File: src/rtl/cdc_event_monitor.sv
// cdc_event_monitor: rising-edge detector, event counter, edge-to-edge
// period measurement and lock/loss-of-lock tracking for a signal already
// synchronised into the clk_2 domain.
// Optional feature: define EVT_PERIOD_CHECK_EN to add the PER_MIN/PER_MAX
// window check that drives a sticky per_err. Without it per_err is tied low.
//
// state     | meaning
// ----------+-----------------------------------------------------------
// ST_IDLE   | no edge seen since reset/clear, no reference for a period
// ST_LOCKED | edges arriving within TIMEOUT cycles, periods are valid
// ST_LOST   | TIMEOUT cycles passed without an edge, next interval invalid
module cdc_event_monitor #(
    parameter int CNT_W   = 16,
    parameter int PER_W   = 8,
    parameter int TIMEOUT = 64
`ifdef EVT_PERIOD_CHECK_EN
    ,
    parameter int PER_MIN = 8,
    parameter int PER_MAX = 12
`endif
) (
    input  logic             clk_2,
    input  logic             kill,
    input  logic             sig_in,
    input  logic             clr,
    output logic             evt_pulse,
    output logic [CNT_W-1:0] evt_cnt,
    output logic [PER_W-1:0] period,
    output logic             period_vld,
    output logic             locked,
    output logic             timeout,
    output logic             per_err
);

    typedef enum logic [1:0] {
        ST_IDLE   = 2'd0,
        ST_LOCKED = 2'd1,
        ST_LOST   = 2'd2
    } state_t;

    state_t           r_state;
    state_t           w_state_nxt;
    logic             r_sig_d;
    logic             r_evt_pulse;
    logic             r_period_vld;
    logic [CNT_W-1:0] r_evt_cnt;
    logic [PER_W-1:0] r_gap_cnt;
    logic [PER_W-1:0] r_period;
    logic             w_edge;
    logic             w_gap_sat;
    logic             w_cnt_sat;
    logic             w_gap_to;

    assign w_edge    = sig_in & ~r_sig_d;
    assign w_gap_sat = (r_gap_cnt == {PER_W{1'b1}});
    assign w_cnt_sat = (r_evt_cnt == {CNT_W{1'b1}});
    assign w_gap_to  = (r_gap_cnt == PER_W'(TIMEOUT));

    // Delayed copy of sig_in for edge detection; clr does not touch it so a
    // level that stays high across a clear is not re-detected as an edge.
    always_ff @(posedge clk_2) begin
        if (kill) begin
            r_sig_d <= 1'b0;
        end else begin
            r_sig_d <= sig_in;
        end
    end

    // State register.
    always_ff @(posedge clk_2) begin
        if (kill) begin
            r_state <= ST_IDLE;
        end else begin
            r_state <= w_state_nxt;
        end
    end

    // Next-state logic; an edge arriving as the gap hits TIMEOUT keeps lock.
    always_comb begin
        w_state_nxt = r_state;
        if (clr) begin
            w_state_nxt = ST_IDLE;
        end else begin
            case (r_state)
                ST_IDLE:   if (w_edge) w_state_nxt = ST_LOCKED;
                ST_LOCKED: if (!w_edge && w_gap_to) w_state_nxt = ST_LOST;
                ST_LOST:   if (w_edge) w_state_nxt = ST_LOCKED;
                default:   w_state_nxt = ST_IDLE;
            endcase
        end
    end

    // Event counter, gap counter, period capture and strobes.
    always_ff @(posedge clk_2) begin
        if (kill) begin
            r_evt_pulse  <= 1'b0;
            r_period_vld <= 1'b0;
            r_evt_cnt    <= '0;
            r_gap_cnt    <= '0;
            r_period     <= '0;
        end else if (clr) begin
            r_evt_pulse  <= 1'b0;
            r_period_vld <= 1'b0;
            r_evt_cnt    <= '0;
            r_gap_cnt    <= '0;
        end else begin
            r_evt_pulse  <= w_edge;
            r_period_vld <= w_edge && (r_state == ST_LOCKED);
            if (w_edge) begin
                r_gap_cnt <= PER_W'(1);
                if (!w_cnt_sat) begin
                    r_evt_cnt <= r_evt_cnt + CNT_W'(1);
                end
                if (r_state == ST_LOCKED) begin
                    r_period <= r_gap_cnt;
                end
            end else if (!w_gap_sat) begin
                r_gap_cnt <= r_gap_cnt + PER_W'(1);
            end
        end
    end

`ifdef EVT_PERIOD_CHECK_EN
    logic r_per_err;

    // Sticky flag set alongside any period strobe outside [PER_MIN, PER_MAX].
    always_ff @(posedge clk_2) begin
        if (kill || clr) begin
            r_per_err <= 1'b0;
        end else if (w_edge && (r_state == ST_LOCKED) &&
                     ((r_gap_cnt < PER_W'(PER_MIN)) || (r_gap_cnt > PER_W'(PER_MAX)))) begin
            r_per_err <= 1'b1;
        end
    end

    assign per_err = r_per_err;
`else
    assign per_err = 1'b0;
`endif

    assign evt_pulse  = r_evt_pulse;
    assign period_vld = r_period_vld;
    assign evt_cnt    = r_evt_cnt;
    assign period     = r_period;
    assign locked     = (r_state == ST_LOCKED);
    assign timeout    = (r_state == ST_LOST);

endmodule

File: config.mk
export PLATFORM = sky130hd
export DESIGN_NAME = cdc_event_monitor
export DESIGN_NICKNAME = d
export VERILOG_FILES = /design/src/rtl/cdc_event_monitor.sv
export SDC_FILE = /design/constraint.sdc
export NUM_CORES = 1
export LEC_CHECK = 0
export BUFFER_PORTS_ARGS = -buffer_cell sky130_fd_sc_hd__clkbuf_2
export CAP_MARGIN = 20
export CORE_UTILIZATION = 49
export DETAILED_ROUTE_END_ITERATION = 16
export GPL_TIMING_DRIVEN = 0
export PLACE_DENSITY = 0.85
export SETUP_SLACK_MARGIN = 0.3
export SLEW_MARGIN = 20
export SYNTH_ARGS = -nofsm -noshare
export SYNTH_HDL_FRONTEND = slang
export SYNTH_SLANG_ARGS = --single-unit
File: constraint.sdc
create_clock -name clk_2 -period 1.7 [get_ports clk_2]
set_input_delay 0.085 -clock clk_2 [delete_from_list [all_inputs] [get_ports clk_2]]
set_output_delay 0.085 -clock clk_2 [all_outputs]
set_load 0.01 [all_outputs]
==> impl_metrics.csv, run 1 <==
group,metric,value,unit
status,outcome,"finished, final reports clean",
clock_tree,cts_htree_levels,2,
place,placement.setup.worst_slack,0.0009964,ns
final_layout,finish.utilization,0.6856,
timing,post-route-worst-setup-slack,0.05685,ns
final_layout,antenna_cells_inserted,0,
timing,finalClockSkew,0.01006,ns
setup_path,crit_type,"reg2reg",
grt,global_route.usage.total,0.2441,
final_layout,most_frequent_standard_cell_in_the_layout_excluding_fill_and_tap_cells,"clkbuf_2",
synthesis,syn_area_per_cell,8.391,sq um
synthesis,synthCells,208,
setup_path,rr_worst_depth,4,
timing,total_count_of_hold_check_failures_in_the_final_report,0,
setup_path,worst_setup_path_end_kind,"flop",
setup_path,data_arrival_time_at_the_worst_slack_endpoint,1.93,ns
flow_run,drv.max_cap_violation_count,0,
synthesis,compound_cell_area_share_of_the_yosys_netlist,0.1649,
setup_path,worstReg2RegStart,"evt_cnt[2]",
floorplan,die_area,3805,sq um
synthesis,synthesized_cell_area,1745,sq um
final_layout,drive_above_1_share,0.3745,
pwr,vdd_ir_drop_max,0.4008,mV
setup_path,critical_path.startpoint,"evt_cnt[2]",
setup_path,critical_path.endpoint,"evt_cnt[12]",
synthesis,post_synth_and_or_nand_nor_area_fraction,0.3276,
timing,rsz0062_at_grt,"yes",
timing,setup_viol,0,
grt,antenna_violations_before_repair,0,
place,hpwl,2.739,mm
synthesis,postSynth.topFlopCell,"dfxtp_1",
pwr,powerDensity,648.5,nW/um^2
place,postPlaceCellArea,2036,sq um
setup_path,worst_ep_required_time,1.99,ns
grt,grt_overflow,0,
place,placed_cells_incl_taps,285,
synthesis,unique_cell_type_count_in_the_yosys_netlist,42,
clock_tree,clock_tree_buf_depth,2,
floorplan,floorplan.initialDensity,0.5190,
setup_path,cp_max_fo,8,
route,wirelength,4.541,mm
setup_path,crit_path_start_kind,"flop",
route,drcViolationCount,0,
final_layout,layout_common_cells,"clkbuf_2 (31), a21oi_1 (21), nor2_1 (21)",
floorplan,design.portCount,33,
clock_tree,clock_slew_at_the_register_clock_pins_of_the_worst_setup_and_hold_paths,0.11,ns
clock_tree,tritoncts_clock_tree,"yes",
timing,whs,0.04531,ns
pwr,totalPowerFinal,1.495,mW
synthesis,synth-seq-cells,37,
grt,largest_net_degree_at_the_start_of_global_routing,13,
floorplan,chipHeight,61.69,um
route,antenna_violating_nets_post_route,0,
floorplan,coreArea,3363,sq um
route,wire_per_inst,14.89,um
synthesis,synth.yosys.seq_area_share,0.4244,
final_layout,fin_area,2306,sq um
synthesis,synth_async_sr_flop_share,0,
synthesis,largest_family_of_logic_cells_by_synthesized_area,"simple AND/OR/NAND/NOR gates",
setup_path,timing.reg2reg.setup_slack,0.06,ns
synthesis,syn_nets,215,
synthesis,ys.warnings.count,0,
clock_tree,clk_latency,0.35,ns
final_layout,num-nets-final,265,
clock_tree,clk_root_buffer_cell,"clkbuf_4",
route,vias_per_cell,5.839,
route,initialDrtViolationCount,128,
grt,grt_pass1_vias,1525,
final_layout,fillerInstances,285,
timing,timing_worst_slew_pin_value,0.5250,ns
clock_tree,cts.sinks,37,
timing,fmax,608.6,MHz
final_layout,p_r_area_growth_vs_syn,32.11,%
timing,timing.slew.headroom,0.6500,
place,gpl.final_weighted_congestion,0.8465,
route,detailedRoute.firstPassIterationCount,4,
synthesis,post_synth_fa_ha_maj_area_fraction,0.02151,
timing,post_route_clock_period_utilization,0.9666,
floorplan,die_w,61.69,um
pwr,leakage,0.8794,nW
grt,grt_pass1_wl,6.789,mm
setup_path,worstReg2RegEnd,"evt_cnt[12]",
floorplan,fp-row-count,21,
timing,totalNegativeSetupSlack,0,ns
clock_tree,numCtsBuffers,5,
place,place.port_buffers,31,
synthesis,post_synth_xor_area_fraction,0.01505,
timing,slew_viol_final,0,
worst_hold_path,worst_hold_path_type,"in2reg",
timing,finalWorstPathRequiredPeriod,1.643,ns
route,via_count_of_the_routed_design,1781,
synthesis,synth-edff-count,0,
synthesis,synthMuxAreaShare,0.01147,
final_layout,fin_cells,305,
cell type report:
| cell class | instances | area (sq um) | area share |
|---|---|---|---|
| Timing Repair Buffer | 43 | 250.2 | 0.1085 |
| Inverter | 7 | 26.28 | 0.01139 |
| Clock buffer | 7 | 66.31 | 0.02876 |
| Buffer | 7 | 42.54 | 0.01845 |
| Tap cell | 46 | 57.56 | 0.02496 |
| Clock inverter | 1 | 5.005 | 0.002170 |
| Sequential cell | 37 | 800.8 | 0.3473 |
| Multi-Input combinational cell | 157 | 1057 | 0.4585 |
kinds of logic (layout without fill, tap and decap cells):
family | count (synthesis) | after routing
AOI/OAI and AO/OA | 49 | 49
buffers and inverters | 14 | 65
and+or+nand+nor | 99 | 99
xor gates and xnor gates | 3 | 3
DFF | 37 | 37
other | 1 | 1
adders and majority gates | 3 | 3
muxes | 2 | 2
worst min path at each step:
stage,startpoint,end,cells after the start
after floorplan,sig_in,r_sig_d,1
after global placement,sig_in,r_sig_d,2
after detailed placement,sig_in,r_sig_d,2
after CTS,sig_in,r_sig_d,2
after global routing,sig_in,r_sig_d,2
final,clr,evt_cnt[10],3
sequential cells by signal (all words and copies together) (netlist names):
| signal | cells |
|---|---|
| r_sig_d | 1 |
| period_vld | 1 |
| r_gap_cnt | 8 |
| evt_cnt | 16 |
| period | 8 |
| evt_pulse | 1 |
| r_state | 2 |
critical path, stage by stage, from the launching register on:
cell	delay, ns
dfxtp_4	0.40
nand4_2	0.21
or4_4	0.53
or3_4	0.34
a21oi_2	0.11
synthesized netlist by cell type (3+ instances only):
| cell | count | area, sq um |
|---|---|---|
| o31ai_1 | 5 | 37.54 |
| o21ai_1 | 5 | 25.02 |
| ha_1 | 3 | 37.54 |
| a21oi_1 | 23 | 115.1 |
| nand4_1 | 8 | 50.05 |
| o211ai_1 | 3 | 22.52 |
| nor2b_1 | 3 | 18.77 |
| nand3_1 | 8 | 40.04 |
| or4_1 | 5 | 37.54 |
| nand2b_1 | 11 | 68.82 |
| clkbuf_1 | 5 | 18.77 |
| nand2_1 | 11 | 41.29 |
| nor2_1 | 23 | 86.33 |
| or3_1 | 11 | 68.82 |
| o21ai_0 | 6 | 30.03 |
| dfxtp_1 | 37 | 740.7 |
| inv_1 | 7 | 26.28 |
| and3_1 | 4 | 25.02 |
repair_timing:
action | 4_1_cts | 5_1_grt
pin swaps | 5 | 12
hold buffers | 0 | 0
endpoints found under the setup margin | 33 | 32
setup buffers | 3 | 8
cloned | 1 | 0
gates resized for setup | 12 | 24
where the power goes:
part           total [mW]  switching (mW)  internal [mW]
clock network       0.547           0.297          0.249
logic              0.0813          0.0475         0.0338
registers           0.867          0.0106          0.857
layer usage:
layer | GRT usage | vias to the layer above | part of all wire
met5 | 0 | - | 0
met4 | 0.08889 | 0 | 0.013
met3 | 0.07773 | 7 | 0.050
met2 | 0.3886 | 58 | 0.49
met1 | 0.3101 | 852 | 0.45
li1 | - | 864 | -
Power figures use the tool's default switching activity.
==> run 2, diff against run 1 <==
Settings changed: SLEW_MARGIN 20 to not set.
Clock period 1.7 ns to 1.46 ns, I/O delays scaled along.
==> impl_metrics.csv, run 2 (synthesis results as in run 1) <==
group,metric,value,unit
clock_tree,tritoncts_clock_tree,"yes",
floorplan,chipHeight,61.69,um
timing,fmax,570.1,MHz
pwr,power_frac_seq,0.529,
timing,finalClockSkew,0.01269,ns
route,via_count_of_the_routed_design,2067,
floorplan,die_w,61.69,um
setup_path,worst_setup_path_end_kind,"flop",
pwr,pwr-share-clk,0.385,
floorplan,fp-row-count,21,
setup_path,timing.critical_path.slowest_stage_cell,"or4_1",
floorplan,floorplan.initialDensity,0.5190,
route,vias_per_cell,6.380,
worst_hold_path,worst_hold_path_type,"in2reg",
timing,finalWorstPathRequiredPeriod,1.754,ns
timing,timing_worst_slew_pin_value,0.6702,ns
grt,largest_net_degree_at_the_start_of_global_routing,13,
floorplan,die_area,3805,sq um
route,wire_per_inst,20.45,um
pwr,combinationalPowerShare,0.086,
setup_path,worstReg2RegStart,"evt_cnt[0]",
clock_tree,clk_latency,0.36,ns
pwr,powerDensity,693.2,nW/um^2
setup_path,rr_worst_depth,5,
clock_tree,ctsHoldBuffers,0,
setup_path,critical_path.cell_chain,"ha_4 -> buf_4 -> nand3b_1 -> or4_1 -> a21oi_1",
pwr,switchingPower,481.0,uW
final_layout,antenna_cells_inserted,0,
setup_path,cpLargestDelayFamily,"simple AND/OR/NAND/NOR gates",
grt,grt_pass1_wl,7.955,mm
final_layout,largest_register_ffs,16,
timing,post_route_clock_period_utilization,1.201,
status,outcome,"complete, but fails checks",
setup_path,worstReg2RegEnd,"evt_cnt[14]",
clock_tree,clock_tree_buf_depth,2,
setup_path,crit_path_start_kind,"flop",
place,hpwl,2.981,mm
final_layout,layout_common_cells,"clkbuf_2 (30), buf_4 (22), dfxtp_4 (17)",
route,drcViolationCount,0,
timing,post-route-worst-setup-slack,-0.2939,ns
pwr,leakage,1.026,nW
place,gpl.final_weighted_congestion,0.8610,
route,antenna_violating_nets_post_route,0,
final_layout,num-nets-final,284,
grt,grt_overflow,0,
route,detailedRoute.firstPassIterationCount,5,
timing,rsz0062_at_grt,"yes",
final_layout,drive_above_1_share,0.5576,
final_layout,fin_cells,324,
flow_run,drv.max_cap_violation_count,0,
setup_path,path_buf_inv,1,
place,placement.setup.worst_slack,-0.2107,ns
grt,grt_pass1_vias,1683,
setup_path,critical_path.startpoint,"evt_cnt[0]",
clock_tree,clk_root_buffer_cell,"clkbuf_4",
route,wirelength,6.625,mm
pwr,p_int,1.423,mW
setup_path,critical-path-max-stage-delay,0.58,ns
floorplan,coreArea,3363,sq um
place,placed_cells_incl_taps,285,
clock_tree,cts.sinks,37,
final_layout,fillerInstances,200,
clock_tree,cts_htree_levels,2,
setup_path,cp_max_fo,6,
setup_path,crit_type,"reg2reg",
setup_path,cp.depth,5,
setup_path,data_arrival_time_at_the_worst_slack_endpoint,2.03,ns
floorplan,design.portCount,33,
clock_tree,clock_slew_at_the_register_clock_pins_of_the_worst_setup_and_hold_paths,0.12,ns
setup_path,critical_path.endpoint,"evt_cnt[14]",
status,violations,"setup timing",
clock_tree,numCtsBuffers,5,
route,initialDrtViolationCount,170,
pwr,vdd_ir_drop_max,0.5695,mV
pwr,power.switching_fraction,0.2527,
place,place.port_buffers,31,
timing,setup_viol,24,
setup_path,worst_ep_required_time,1.73,ns
timing,slew_viol_final,0,
grt,antenna_violations_before_repair,0,
setup_path,timing.reg2reg.setup_slack,-0.29,ns
timing,timing.slew.headroom,0.5515,
final_layout,most_frequent_standard_cell_in_the_layout_excluding_fill_and_tap_cells,"clkbuf_2",
grt,global_route.usage.total,0.2918,
timing,total_count_of_hold_check_failures_in_the_final_report,0,
final_layout,p_r_area_growth_vs_syn,57.35,%
[run 2: power groups by stage]
stage	sequential, mW	clock, mW	combinational (mW)
floorplan	1.04	0	0.0556
global placement	1.04	0	0.0861
detailed placement	1.04	0	0.0884
CTS	1.01	0.719	0.129
global route	1.01	0.769	0.170
finish	1.01	0.733	0.163
[run 2: per-stage QoR]
stage	power (mW)	setup TNS, ns	hold slack (ns)	cell area, sq um	util
finish	1.904	-3.190	0.07346	2746	0.8166
global route	1.948	-4.329	0.06293	2746	0.8166
CTS	1.859	-2.339	0.02606	2451	0.7288
detailed placement	1.127	-2.229	0.3948	2091	0.6217
global placement	1.124	-1.861	0.3740	2091	0.6217
floorplan	1.094	-0.2430	0.2012	1878	-
[run 2: how the worst min path moves through the flow]
stage               startpoint     endpoint  slack, ns  depth (start not counted)
floorplan               sig_in      r_sig_d       0.20                          1
global placement           clr  evt_cnt[10]       0.37                          3
detailed placement         clr  evt_cnt[10]       0.39                          3
CTS                        clr  evt_cnt[10]       0.03                          3
global route            sig_in      r_sig_d       0.06                          2
finish                  sig_in      r_sig_d       0.07                          2
[run 2: repair_timing]
action                                  4_1_cts  5_1_grt
endpoints found under the setup margin       35       37
endpoints found under the hold margin         0        0
cloned                                        0        1
buffers inserted                             15       15
pin swaps                                    16       23
gates resized for setup                      50       44
[run 2: worst reg2reg max path: cells and delay by family (launching register included)]
family                     cells  cell delay [ns]
AOI/OAI and AO/OA              1             0.17
DFF                            1             0.39
adders and majority gates      1             0.17
and+or+nand+nor                2             0.83
buffers and inverters          1             0.11
[run 2: cell type report]
| type | count | area, sq um | area share |
|---|---|---|---|
| Sequential cell | 37 | 817.0 | 0.2975 |
| Clock buffer | 5 | 37.54 | 0.01367 |
| Buffer | 7 | 75.07 | 0.02733 |
| Inverter | 7 | 28.78 | 0.01048 |
| Clock inverter | 3 | 41.29 | 0.01503 |
| Tap cell | 46 | 57.56 | 0.02096 |
| Multi-Input combinational cell | 157 | 1257 | 0.4579 |
| Timing Repair Buffer | 62 | 431.7 | 0.1572 |
[run 2: routing by layer]
| metal | wire length, um | global-route usage | up-vias | part of all wire |
|---|---|---|---|---|
| li1 | - | - | 899 | - |
| met1 | 2563 | 0.3925 | 987 | 0.39 |
| met2 | 3207 | 0.4654 | 153 | 0.48 |
| met3 | 613 | 0.04202 | 28 | 0.093 |
| met4 | 241 | 0.1270 | 0 | 0.036 |
| met5 | 0 | 0 | - | 0 |
==> run 3, diff against run 2 <==
Settings changed: CORE_UTILIZATION 49 to 35, CTS_BUF_LIST set to sky130_fd_sc_hd__clkbuf_2 sky130_fd_sc_hd__clkbuf_4 sky130_fd_sc_hd__clkbuf_8, PLACE_DENSITY 0.85 to 0.67.
==> impl_metrics.csv, run 3 (synthesis results as in run 1) <==
group,metric,value,unit
pwr,p_int,1.738,mW
clock_tree,cts_htree_levels,2,
final_layout,antenna_cells_inserted,0,
worst_hold_path,worst_hold_path_type,"in2reg",
worst_hold_path,worstHoldStart,"clr",
pwr,pwr-share-clk,0.479,
setup_path,critical-path-max-stage-delay,0.54,ns
place,gpl.final_weighted_congestion,0.7751,
pwr,vdd_ir_drop_max,0.4596,mV
final_layout,num-nets-final,275,
pwr,powerDensity,819.6,nW/um^2
setup_path,worstReg2RegStart,"evt_cnt[1]",
timing,whs,0.09067,ns
floorplan,die_area,5274,sq um
setup_path,path_buf_inv,0,
final_layout,p_r_area_growth_vs_syn,53.41,%
timing,slew_viol_final,0,
setup_path,worstReg2RegEnd,"evt_cnt[12]",
final_layout,finish.utilization,0.5632,
timing,rsz0062_at_grt,"yes",
final_layout,fin_cells,336,
setup_path,crit_path_start_kind,"flop",
grt,gr-max-usage-layer,"met2",
grt,global_route.usage.total,0.1805,
final_layout,fillerInstances,439,
timing,finalClockSkew,0.003043,ns
setup_path,cp_max_fo,3,
status,violations,"setup timing",
route,wire_per_inst,14.46,um
grt,use_met1,0.2215,
route,vias_per_cell,5.330,
clock_tree,clk_root_buffer_cell,"clkbuf_8",
floorplan,design.portCount,33,
pwr,switchingPower,456.9,uW
setup_path,timing.critical_path.slowest_stage_cell,"or4_4",
clock_tree,tritoncts_clock_tree,"yes",
grt,grtUsageMet3,0.04006,
final_layout,drive_above_1_share,0.5056,
clock_tree,clock_tree_buf_depth,2,
timing,timing.slew.headroom,0.6309,
clock_tree,clk_latency,0.29,ns
setup_path,cpLargestDelayFamily,"simple AND/OR/NAND/NOR gates",
setup_path,worst_setup_path_end_kind,"flop",
clock_tree,cts.sinks,37,
worst_hold_path,whs_path_depth,3,
pwr,power.switching_fraction,0.2082,
timing,totalNegativeSetupSlack,-1.580,ns
floorplan,coreArea,4755,sq um
status,outcome,"complete, but fails checks",
route,initialDrtViolationCount,76,
setup_path,cp.depth,5,
pwr,leakage,0.9859,nW
grt,largest_net_degree_at_the_start_of_global_routing,13,
grt,globalRouteMet2Util,0.3043,
clock_tree,clock_slew_at_the_register_clock_pins_of_the_worst_setup_and_hold_paths,0.07,ns
final_layout,largest_register_ffs,16,
flow_run,drv.max_cap_violation_count,0,
floorplan,fp-row-count,25,
timing,setup_viol,13,
grt,antenna_violations_before_repair,0,
setup_path,data_arrival_time_at_the_worst_slack_endpoint,1.88,ns
route,drcViolationCount,0,
timing,post-route-worst-setup-slack,-0.1955,ns
place,placed_cells_incl_taps,306,
floorplan,floorplan.initialDensity,0.3671,
place,place.port_buffers,31,
place,hpwl,2.986,mm
clock_tree,numCtsBuffers,5,
timing,post_route_clock_period_utilization,1.134,
setup_path,timing.reg2reg.setup_slack,-0.20,ns
timing,finalWorstPathRequiredPeriod,1.656,ns
pwr,power_frac_seq,0.459,
pwr,combinationalPowerShare,0.062,
grt,grt_overflow,0,
route,detailedRoute.firstPassIterationCount,4,
final_layout,layout_common_cells,"clkbuf_2 (31), a21oi_1 (16), dfxtp_4 (16)",
timing,fmax,604.0,MHz
timing,timing_worst_slew_pin_value,0.5537,ns
grt,grt_pass1_vias,1530,
floorplan,chipHeight,72.62,um
setup_path,crit_type,"reg2reg",
setup_path,worst_ep_required_time,1.68,ns
final_layout,most_frequent_standard_cell_in_the_layout_excluding_fill_and_tap_cells,"clkbuf_2",
timing,total_count_of_hold_check_failures_in_the_final_report,0,
route,via_count_of_the_routed_design,1791,
worst_hold_path,hold-path-endpoint,"evt_cnt[10]",
setup_path,critical_path.cell_chain,"ha_4 -> nand3_4 -> or4_4 -> or3_1 -> a21oi_2",
setup_path,rr_worst_depth,5,
route,antenna_violating_nets_post_route,0,
grt,grt_pass1_wl,7.293,mm
floorplan,die_w,72.62,um
route,wirelength,4.857,mm
==> run 3: cell count changes in the layout (fill, tap and decap cells not counted), moves of 2 or more <==
cell / previous run / this run
buf_4: 22 / 13
clkbuf_4: 5 / 0
clkbuf_8: 0 / 5
inv_2: 2 / 0
nor2_4: 10 / 8
o21ai_1: 6 / 8
o21ai_2: 2 / 0
==> run 3: what timing repair did <==
| item | CTS | global route |
|---|---|---|
| resized for setup | 31 | 46 |
| setup endpoints to repair | 35 | 35 |
| pin swaps | 13 | 15 |
| gates cloned | 1 | 0 |
| buffers inserted | 17 | 4 |
| hold buffers | 0 | 0 |
==> run 3: worst min-delay path, cell delays in order <==
cell	delay, ns
clkbuf_2	0.11
or3_1	0.11
mux2i_1	0.05
==> run 3: final cells by class <==
| type | count | area [sq um] | share of cell area |
|---|---|---|---|
| Buffer | 7 | 61.31 | 0.02290 |
| Clock buffer | 5 | 68.82 | 0.02570 |
| Clock inverter | 3 | 65.06 | 0.02430 |
| Inverter | 7 | 31.28 | 0.01168 |
| Multi-Input combinational cell | 157 | 1196 | 0.4467 |
| Sequential cell | 37 | 813.3 | 0.3037 |
| Tap cell | 67 | 83.83 | 0.03131 |
| Timing Repair Buffer | 53 | 357.8 | 0.1336 |
==> run 3: worst max-delay path by stage <==
stage	slack, ns	end	start
6_report	-0.20	evt_cnt[12]	evt_cnt[1]
3_3_place_gp	-0.20	evt_cnt[2]	evt_cnt[13]
3_5_place_dp	-0.24	evt_cnt[2]	evt_cnt[0]
4_1_cts	-0.17	evt_cnt[12]	evt_cnt[0]
5_1_grt	-0.24	evt_cnt[4]	evt_cnt[0]
2_1_floorplan	-0.14	evt_cnt[12]	evt_cnt[1]
==> run 3: power groups by stage <==
| stage | sequential (mW) | clock [mW] | combinational (mW) |
|---|---|---|---|
| after global routing | 1.01 | 1.13 | 0.148 |
| after detailed placement | 1.04 | 0 | 0.0897 |
| after CTS | 1.01 | 1.08 | 0.121 |
| after global placement | 1.04 | 0 | 0.0878 |
| after floorplan | 1.04 | 0 | 0.0556 |
| final | 1.01 | 1.05 | 0.136 |
==> run 3: stage by stage <==
stage / instance area [sq um] / total power [mW] / setup slack (ns)
floorplan: 1878 / 1.094 / -0.1386
global placement: 2117 / 1.126 / -0.2017
detailed placement: 2117 / 1.129 / -0.2406
CTS: 2481 / 2.212 / -0.1741
global route: 2678 / 2.283 / -0.2423
finish: 2678 / 2.195 / -0.1955
==> run 3: per-layer routing <==
metal,wire length (um),share of wire,vias to the layer above
met3,141,0.029,11
met5,0,0,-
li1,-,-,883
met2,2445,0.50,32
met1,2151,0.44,865
met4,117,0.024,0
